## src/rtl/alu_mp_pkg.sv

```systemverilog
// alu_mp_pkg: command, state and ALU opcode encodings shared by the multi-precision sequencer.
package alu_mp_pkg;

    typedef enum logic [2:0] {
        CMD_ADD = 3'd0,
        CMD_SUB = 3'd1,
        CMD_AND = 3'd2,
        CMD_OR  = 3'd3,
        CMD_XOR = 3'd4,
        CMD_CMP = 3'd5
    } cmd_t;

    typedef enum logic [1:0] {IDLE, RUN, DONE} state_t;

    localparam logic [3:0] OP_ADD = 4'b0000;
    localparam logic [3:0] OP_AND = 4'b0010;
    localparam logic [3:0] OP_OR  = 4'b0011;
    localparam logic [3:0] OP_XOR = 4'b0100;
    localparam logic [3:0] OP_CLR = 4'b1000;

    function automatic logic is_logic(cmd_t c);
        return c inside {CMD_AND, CMD_OR, CMD_XOR};
    endfunction

    function automatic logic [3:0] alu_op(cmd_t c);
        return c == CMD_AND ? OP_AND : c == CMD_OR ? OP_OR : c == CMD_XOR ? OP_XOR : OP_ADD;
    endfunction

endpackage

```

## src/rtl/alu_mp_flag_acc.sv

```systemverilog
// alu_mp_flag_acc: slice-to-slice carry chain plus Carry/Zero/Negative/Overflow accumulation.
// Overflow is only built when ALU_MP_OVF_EN is defined; otherwise it is tied 0.
module alu_mp_flag_acc
    import alu_mp_pkg::*;
#(
    parameter int W = 8
) (
    input  logic         clk_i,
    input  logic         rst_ni,
    input  logic         clear_i,
    input  logic         sub_i,
    input  logic         logic_i,
    input  logic         step_i,
    input  logic         last_i,
    input  logic         alu_a_msb_i,
    input  logic         alu_b_msb_i,
    input  logic [W-1:0] alu_out_i,
    input  logic         alu_sc_i,
    output logic         sc_o,
    output logic         carry_o,
    output logic         zero_o,
    output logic         neg_o,
    output logic         ovf_o
);

    logic chain_q, chain_d, zacc_q, zacc_d;
    logic carry_q, carry_d, zero_q, zero_d, neg_q, neg_d;
    logic slice_zero, fin;

    assign slice_zero = alu_out_i == '0;
    assign fin        = step_i && last_i;
    // Subtraction seeds the chain with 1 so ~B + 1 forms the two's complement.
    assign sc_o       = chain_q & ~logic_i;

    always_comb begin
        chain_d = clear_i ? sub_i : step_i ? alu_sc_i : chain_q;
        zacc_d  = clear_i ? 1'b1 : step_i ? zacc_q & slice_zero : zacc_q;
        carry_d = clear_i ? 1'b0 : fin ? alu_sc_i & ~logic_i : carry_q;
        zero_d  = clear_i ? 1'b0 : fin ? zacc_q & slice_zero : zero_q;
        neg_d   = clear_i ? 1'b0 : fin ? alu_out_i[W-1] : neg_q;
    end

    always_ff @(posedge clk_i or negedge rst_ni) begin
        if (!rst_ni) begin
            chain_q <= 1'b0;
            zacc_q  <= 1'b0;
            carry_q <= 1'b0;
            zero_q  <= 1'b0;
            neg_q   <= 1'b0;
        end else begin
            chain_q <= chain_d;
            zacc_q  <= zacc_d;
            carry_q <= carry_d;
            zero_q  <= zero_d;
            neg_q   <= neg_d;
        end
    end

    assign carry_o = carry_q;
    assign zero_o  = zero_q;
    assign neg_o   = neg_q;

`ifdef ALU_MP_OVF_EN
    logic ovf_q, ovf_d;

    always_comb
        ovf_d = clear_i ? 1'b0 :
                fin ? ~logic_i & (alu_a_msb_i == alu_b_msb_i) & (alu_out_i[W-1] != alu_a_msb_i) : ovf_q;

    always_ff @(posedge clk_i or negedge rst_ni) begin
        if (!rst_ni) ovf_q <= 1'b0;
        else         ovf_q <= ovf_d;
    end

    assign ovf_o = ovf_q;
`else
    logic unused_ovf;
    assign unused_ovf = alu_a_msb_i ^ alu_b_msb_i;
    assign ovf_o      = 1'b0;
`endif

endmodule

```

## src/rtl/alu_mp_sequencer.sv

```systemverilog
// alu_mp_sequencer: drives an external W-bit ALU one slice per cycle to run N-slice arithmetic/logic.
// Signed Overflow flag is generated only when ALU_MP_OVF_EN is defined.
module alu_mp_sequencer
    import alu_mp_pkg::*;
#(
    parameter int W = 8,
    parameter int N = 4
) (
    input  logic                   Clk,
    input  logic                   Reset_n,
    input  logic                   Start,
    input  logic [2:0]             Cmd,
    input  logic [$clog2(N+1)-1:0] NBytes,
    input  logic [W*N-1:0]         OpA,
    input  logic [W*N-1:0]         OpB,
    output logic [W-1:0]           AluA,
    output logic [W-1:0]           AluB,
    output logic [3:0]             AluOp,
    output logic                   AluSCIn,
    input  logic [W-1:0]           AluOut,
    input  logic                   AluSCOut,
    output logic                   Busy,
    output logic                   Done,
    output logic [W*N-1:0]         Result,
    output logic                   Carry,
    output logic                   Zero,
    output logic                   Negative,
    output logic                   Overflow,
    output logic                   IllegalCmd
);

    localparam int NW = $clog2(N + 1);
    localparam int IW = N > 1 ? $clog2(N) : 1;

    state_t                  state_q, state_d;
    cmd_t                    cmd_q, cmd_d;
    logic [IW-1:0]           idx_q, idx_d;
    logic [NW-1:0]           nb_q, nb_d, nb_clamp;
    logic [N-1:0][W-1:0]     a_q, a_d, b_q, b_d, res_q, res_d;
    logic                    ill_q, ill_d;
    logic                    legal, accept, run, last, inv_b, sc;

    assign legal    = Cmd <= CMD_CMP;
    assign accept   = Start && state_q == IDLE;
    assign run      = state_q == RUN;
    assign last     = run && NW'(idx_q) == nb_q - NW'(1);
    assign nb_clamp = (NBytes == '0 || NBytes > NW'(N)) ? NW'(N) : NBytes;
    assign inv_b    = cmd_q == CMD_SUB || cmd_q == CMD_CMP;

    always_comb begin
        state_d = state_q;
        cmd_d   = cmd_q;
        idx_d   = idx_q;
        nb_d    = nb_q;
        a_d     = a_q;
        b_d     = b_q;
        res_d   = res_q;
        ill_d   = ill_q;
        unique case (state_q)
            IDLE: if (Start) begin
                state_d = RUN;
                idx_d   = '0;
                nb_d    = nb_clamp;
                // Illegal commands run as ADD of zeros so Result ends up 0.
                cmd_d   = legal ? cmd_t'(Cmd) : CMD_ADD;
                a_d     = legal ? OpA : '0;
                b_d     = legal ? OpB : '0;
                res_d   = (Cmd == CMD_CMP) ? res_q : '0;
                ill_d   = ill_q | ~legal;
            end
            RUN: begin
                if (cmd_q != CMD_CMP) res_d[idx_q] = AluOut;
                state_d = last ? DONE : RUN;
                idx_d   = last ? idx_q : idx_q + IW'(1);
            end
            default: state_d = IDLE;
        endcase
    end

    always_ff @(posedge Clk or negedge Reset_n) begin
        if (!Reset_n) begin
            state_q <= IDLE;
            cmd_q   <= CMD_ADD;
            idx_q   <= '0;
            nb_q    <= '0;
            a_q     <= '0;
            b_q     <= '0;
            res_q   <= '0;
            ill_q   <= 1'b0;
        end else begin
            state_q <= state_d;
            cmd_q   <= cmd_d;
            idx_q   <= idx_d;
            nb_q    <= nb_d;
            a_q     <= a_d;
            b_q     <= b_d;
            res_q   <= res_d;
            ill_q   <= ill_d;
        end
    end

    assign AluOp   = run ? alu_op(cmd_q) : OP_CLR;
    assign AluA    = run ? a_q[idx_q] : '0;
    assign AluB    = run ? (inv_b ? ~b_q[idx_q] : b_q[idx_q]) : '0;
    assign AluSCIn = run & sc;

    alu_mp_flag_acc #(.W(W)) u_flag_acc (
        .clk_i       (Clk),
        .rst_ni      (Reset_n),
        .clear_i     (accept),
        .sub_i       (Cmd == CMD_SUB || Cmd == CMD_CMP),
        .logic_i     (is_logic(cmd_q)),
        .step_i      (run),
        .last_i      (last),
        .alu_a_msb_i (AluA[W-1]),
        .alu_b_msb_i (AluB[W-1]),
        .alu_out_i   (AluOut),
        .alu_sc_i    (AluSCOut),
        .sc_o        (sc),
        .carry_o     (Carry),
        .zero_o      (Zero),
        .neg_o       (Negative),
        .ovf_o       (Overflow)
    );

    assign Busy       = state_q != IDLE;
    assign Done       = state_q == DONE;
    assign Result     = res_q;
    assign IllegalCmd = ill_q;

endmodule

```

## config.mk

```make
export PLATFORM = sky130hd
export DESIGN_NAME = alu_mp_sequencer
export DESIGN_NICKNAME = d
export VERILOG_FILES = /design/src/rtl/alu_mp_pkg.sv /design/src/rtl/alu_mp_flag_acc.sv /design/src/rtl/alu_mp_sequencer.sv
export SDC_FILE = /design/constraint.sdc
export NUM_CORES = 1
export LEC_CHECK = 0
export CAP_MARGIN = 0
export CORE_MARGIN = 2
export CORE_UTILIZATION = 45
export CTS_CLUSTER_SIZE = 28
export DETAILED_ROUTE_END_ITERATION = 16
export PLACE_DENSITY = 0.86
export SLEW_MARGIN = 10
export SYNTH_ARGS = -nofsm -noshare
export SYNTH_HDL_FRONTEND = slang
export SYNTH_HIERARCHICAL = 1
export SYNTH_SLANG_ARGS = --single-unit
```

## constraint.sdc

```tcl
create_clock -name Clk -period 5.2 [get_ports Clk]
set_input_delay 1.04 -clock Clk [delete_from_list [all_inputs] [get_ports Clk]]
set_output_delay 1.04 -clock Clk [all_outputs]
set_load 0.01 [all_outputs]
```

Yosys cells after proc, flatten, opt, wreduce, memory -nomap -nowiden
Cells that the tools add are included.

Add/sub/neg operators: 2. Order comparisons: 4. Equality and inequality tests: 15. Muxes and demuxes: 38. Bitwise operators: 8. Reductions and logical operators: 18.

Operator list (count): two-way mux 32 bit (5); case mux 32 bit (2 select lines) (1); two-way mux 8 bit (6); binary-select mux 8 bit (select 2 bit) (2); bitwise mux 32 bit (1); demux 8 bit (select 2 bit) (1); two-way mux 3 bit (5); two-way mux 1 bit (10); == test 3 bit (second input constant) (3); zero test 8 bit (1); two-way mux 2 bit (4); NOT 8 bit (1); case mux 2 bit (2 select lines) (2); nonzero test 2 bit (4); == test 3 x 1 -> 1 bit (second input constant) (2); == test 3 x 2 -> 1 bit (second input constant) (2); inequality test 2 bit (second input constant) (3); AND 1 bit (4); logical AND 1 bit (4); two-way mux 4 bit (1); AND reduction 4 bit (1); == test 2 x 3 -> 1 bit (1); greater-than comparator 3 bit (second input constant) (1); less-or-equal comparator 3 bit (second input constant) (1); 16 further kinds (19).

Register bits: 112. Input port bits: 82. Output and inout port bits: 60. Logic and storage cells: 107.

Longest topological paths before layout
Word-level depth: 7. Gate-level depth with buffers: 9. Mapped depth without buffers: 8.

Hierarchy
Netlist, hierarchy kept.

Modules (own cells, without submodules): alu_mp_sequencer (times used 1, cells an instance 468, area an instance 4971.0 um^2, sequential area each 2677.6 um^2); alu_mp_flag_acc (times used 1, cells an instance 27, area an instance 257.7 um^2, sequential area each 125.1 um^2).

Worst setup path after synthesis
No wires, ideal clock.

Path kind: register to output. From: register idx_q[0]. To: output AluB[0]. Arrival time: 1400 ps. Data required time: 4160 ps. Setup slack: 2760 ps. Cell stages (with the launch flop): 4. Path buffers: 1. Cell sequence: dfrtp_1 > buf_4 > mux4_2 > mux2i_1.

Word-level cells in the longest chain between the ends: 5.

Ends and longest elaborated chain: from (decl) (line alu_mp_sequencer.sv:37) `logic [IW-1:0] idx_q, idx_d;`; from (signal assigned) (line alu_mp_sequencer.sv:93) `idx_q <= idx_d;`; binary-select mux 8 bit (select 2 bit) (*) (line alu_mp_sequencer.sv:104) `assign AluB = run ? (inv_b ? ~b_q[idx_q] : b_q[idx_q]) : '0;`; two-way mux 8 bit (not written as such) (*) (line alu_mp_sequencer.sv:104); NOT 8 bit (line alu_mp_sequencer.sv:104); two-way mux 8 bit (*) (2 in series) (line alu_mp_sequencer.sv:104); to (decl) (line alu_mp_sequencer.sv:17) `output logic [W-1:0] AluB,`.

Mark *: on every way between the ends. The rest lies on a longest branch, timed or not. The select of a mux whose other input is x is not followed.

Final worst setup path
From: register state_q[1]. To: output AluB[7].

Word-level cells in the longest chain between the ends: 2.

Ends and longest elaborated chain: from (decl) (line alu_mp_sequencer.sv:35) `state_t state_q, state_d;`; from (signal assigned) (line alu_mp_sequencer.sv:91) `state_q <= state_d;`; == test 2 x 1 -> 1 bit (line alu_mp_sequencer.sv:45) `assign run = state_q == RUN;`; two-way mux 8 bit (line alu_mp_sequencer.sv:104).

Every way passes these cells.

==> flow_summary.json <==
{
  "outcome": "finished clean",
  "grt_overflow_total": 0,
  "clockBufferDepth": 2,
  "root_buffer": "clkbuf_16",
  "totalWireLength_mm": 13.1,
  "crit_path_cell_trace": "nand2b_1 -> inv_2 -> o21ai_1 -> mux2i_1 -> clkdlybuf4s50_1",
  "max-vdd-ir-drop_v": 0.000296,
  "fin_crit_ns": 3.77,
  "clkSinkCount": 112,
  "avgSynthCellArea_sq_um": 10.6,
  "grt_pass1_vias": 4169,
  "cp_max_fo": 27,
  "crit_required_ns": 4.16,
  "powerDensity_nw_per_um2": 596,
  "tightest_slew_ns": 1.12,
  "critPathLaunchType": "flip-flop",
  "diodes": 0,
  "setup_viol": 0,
  "syn_to_final_growth_pct": 32.1,
  "numCtsBuffers": 9,
  "worstHoldPathType": "reg -> reg",
  "grt.total_usage_pct": 21.1,
  "cts_setup_buffers": 0,
  "cts_max_level": 3,
  "finalNonFillerCells": 761,
  "pin_count": 142,
  "drt_iter0_drc": 219,
  "clk_latency_ns": 0.35,
  "rsz0062_at_grt": "false",
  "ys_warn_count": 6,
  "drive_above_1_share_pct": 7.93,
  "cp.arrival_ns": 2.73,
  "synthArstFlopShare_pct": 100,
  "netlist_area_sq_um": 5230,
  "initial_core_util_pct": 46.0,
  "clk_pin_slew_worst_paths_ns": 0.07,
  "port_buffers": 140,
  "row_count": 39,
  "power_leakage_nw": 3.20,
  "path_buf_inv": 2,
  "cp-end-kind": "primary output",
  "synth_edf_count": 0,
  "clock_skew_ns": 0.00577,
  "slew_viol_final": 0,
  "antenna_left": 0,
  "cts_resized": 0,
  "die_w_microns": 112,
  "fillCellCount": 906,
  "antenna_found_initial": 0,
  "yosys_most_used_dff": "dfrtp_1",
  "cap_viol_max_count": 0,
  "min_period_over_period_pct": 72.5,
  "yosys_register_bits": 112,
  "r2r_slack_ns": 2.59,
  "timing.max_slew.rel_slack_pct": 25.3,
  "vias": 4170,
  "wl_per_cell_microns": 17.2,
  "grt_pass1_wl_mm": 21.0,
  "dieArea_sq_um": 12500,
  "hpwl_mm": 9.35,
  "cts_hold_buf": 0,
  "grt_max_degree": 83,
  "critical_path.slowest_cell": "clkdlybuf4s50_1",
  "gp_congestion": 0.875,
  "dpl.cell_count": 745,
  "synth_cell_types": 44,
  "max_stage_delay_ns": 0.57,
  "fin_nets": 701,
  "worstSetupPathType": "reg -> out",
  "finalSetupTns_ns": 0,
  "hold_viol_final": 0,
  "synthCells": 495,
  "clock.fmax_mhz": 265,
  "route.detailed.drc": 0,
  "core_area_sq_um": 11400,
  "cp_top_family": "buffers and inverters",
  "firstDrtPassIters": 4,
  "seq_area_frac_synth_pct": 53.6,
  "fp.dieH_microns": 112,
  "avgViaCountPerCell": 5.48,
  "cts_tree": "yes",
  "synth_fp_nets": 583
}
==> cells by family (layout without fill, tap and decap cells) <==
group | after synthesis | in the layout | synth area share, %
multiplexers | 25 | 25 | 8.61
other | 1 | 1 | 0.0717
buffers and inverters | 45 | 168 | 5.10
XOR/XNOR | 3 | 3 | 0.503
AND/OR/NAND/NOR | 249 | 249 | 21.8
flip-flops | 112 | 112 | 53.6
AO/OA/AOI/OAI | 54 | 54 | 8.93
adder cells (fa/ha/maj) | 6 | 6 | 1.44
==> Yosys cell counts (2+ instances only) <==
cell | count | area [sq um]
inv_1 | 7 | 26.3
or2_2 | 2 | 12.5
dfrtp_1 | 112 | 2800
mux2i_1 | 9 | 90.1
nand2_1 | 140 | 526
ha_1 | 6 | 75.1
nor2_1 | 6 | 22.5
clkbuf_1 | 13 | 48.8
a32oi_2 | 3 | 48.8
nor2b_1 | 3 | 18.8
nand4b_1 | 2 | 17.5
nand3_1 | 66 | 330
nor4_2 | 2 | 25.0
nand3b_1 | 3 | 22.5
o21ai_1 | 6 | 30.0
and3_1 | 6 | 37.5
o21ai_0 | 3 | 15.0
buf_6 | 9 | 101
nand2b_1 | 4 | 25.0
a31oi_1 | 2 | 12.5
xor2_1 | 2 | 17.5
a22o_1 | 32 | 280
buf_1 | 6 | 22.5
mux4_2 | 16 | 360
buf_2 | 3 | 15.0
a21oi_1 | 2 | 10.0
buf_4 | 3 | 22.5
and2_1 | 11 | 68.8
==> sequential cells by signal, indices dropped and copies added, names as in the netlist <==
signal / flops
IllegalCmd: 1
Result: 32
a_q: 32
b_q: 32
cmd_q: 3
idx_q: 2
nb_q: 3
state_q: 2
u_flag_acc/carry_o: 1
u_flag_acc/chain_q: 1
u_flag_acc/neg_o: 1
u_flag_acc/zacc_q: 1
u_flag_acc/zero_o: 1
==> tightest hold or removal path, stage by stage (launching register included) <==
cell     delay (ns)
dfrtp_1        0.34
nand2_1        0.05
nand2_1        0.05
==> cells in the final DEF, fill, tap and decap left out, drive strengths merged, types with 3 or more instances in the layout <==
cell	instances
nand3	66
and2	11
inv	11
nand2	140
nor2	6
clkdlybuf4s50	139
nor2b	3
mux2i	9
ha	6
o21ai	9
buf	4
clkbuf	9
a32oi	5
mux4	16
nand3b	4
a22o	32
and3	6
nand2b	4
dfrtp	112
==> worst paths after layout <==
kind                                 start            endpoint  cells after the start
worst min-delay path               b_q[30]             b_q[30]                      2
worst min register to register     b_q[30]             b_q[30]                      2
max in group asynchronous          Reset_n  u_flag_acc/chain_q                      2
worst max register to register  state_q[0]          Result[31]                      5
min in group asynchronous          Reset_n          Result[20]                      1
worst max-delay path            state_q[1]             AluB[7]                      5
==> metal layers <==
layer	routed length, microns	track usage (%)	up-vias
met4	166	4.53	0
met1	5560	28.3	2038
met2	6590	36.1	173
met5	0	0	-
met3	789	3.86	13
li1	-	-	1946
==> through the flow <==
step / instance area, sq um / total power, W / util (%) / hold slack (ns) / setup slack [ns]
finish: 6910 / 0.00411 / 60.7 / 0.467 / 1.43
global route: 6910 / 0.00438 / 60.7 / 0.494 / 1.23
CTS: 6910 / 0.00414 / 60.7 / 0.471 / 1.39
detailed placement: 6600 / 0.00344 / 58.1 / 0.452 / 1.53
global placement: 6600 / 0.00333 / 58.1 / 0.445 / 1.62
floorplan: 5230 / 0.00269 / - / 0.433 / 2.76
==> where the power goes <==
| group | internal [W] | leakage (nW) | switching (W) |
|---|---|---|---|
| Combinational | 0.000984 | 1.62 | 0.000936 |
| Clock | 0.000379 | 0.144 | 0.000323 |
| Sequential | 0.00123 | 1.44 | 0.000259 |
| Total | 0.00259 | 3.20 | 0.00152 |
==> final cells by class <==
| cell class | count | area, sq um | area share [%] |
|---|---|---|---|
| sequential | 112 | 2800 | 40.6 |
| tap | 143 | 179 | 2.59 |
| clock buffer | 9 | 225 | 3.26 |
| clock inverter | 7 | 78.8 | 1.14 |
| multi-input combinational | 338 | 2160 | 31.3 |
| timing repair buffer | 143 | 1420 | 20.6 |
| inverter | 9 | 36.3 | 0.525 |
Note: power is estimated with default switching activity, not from simulation.
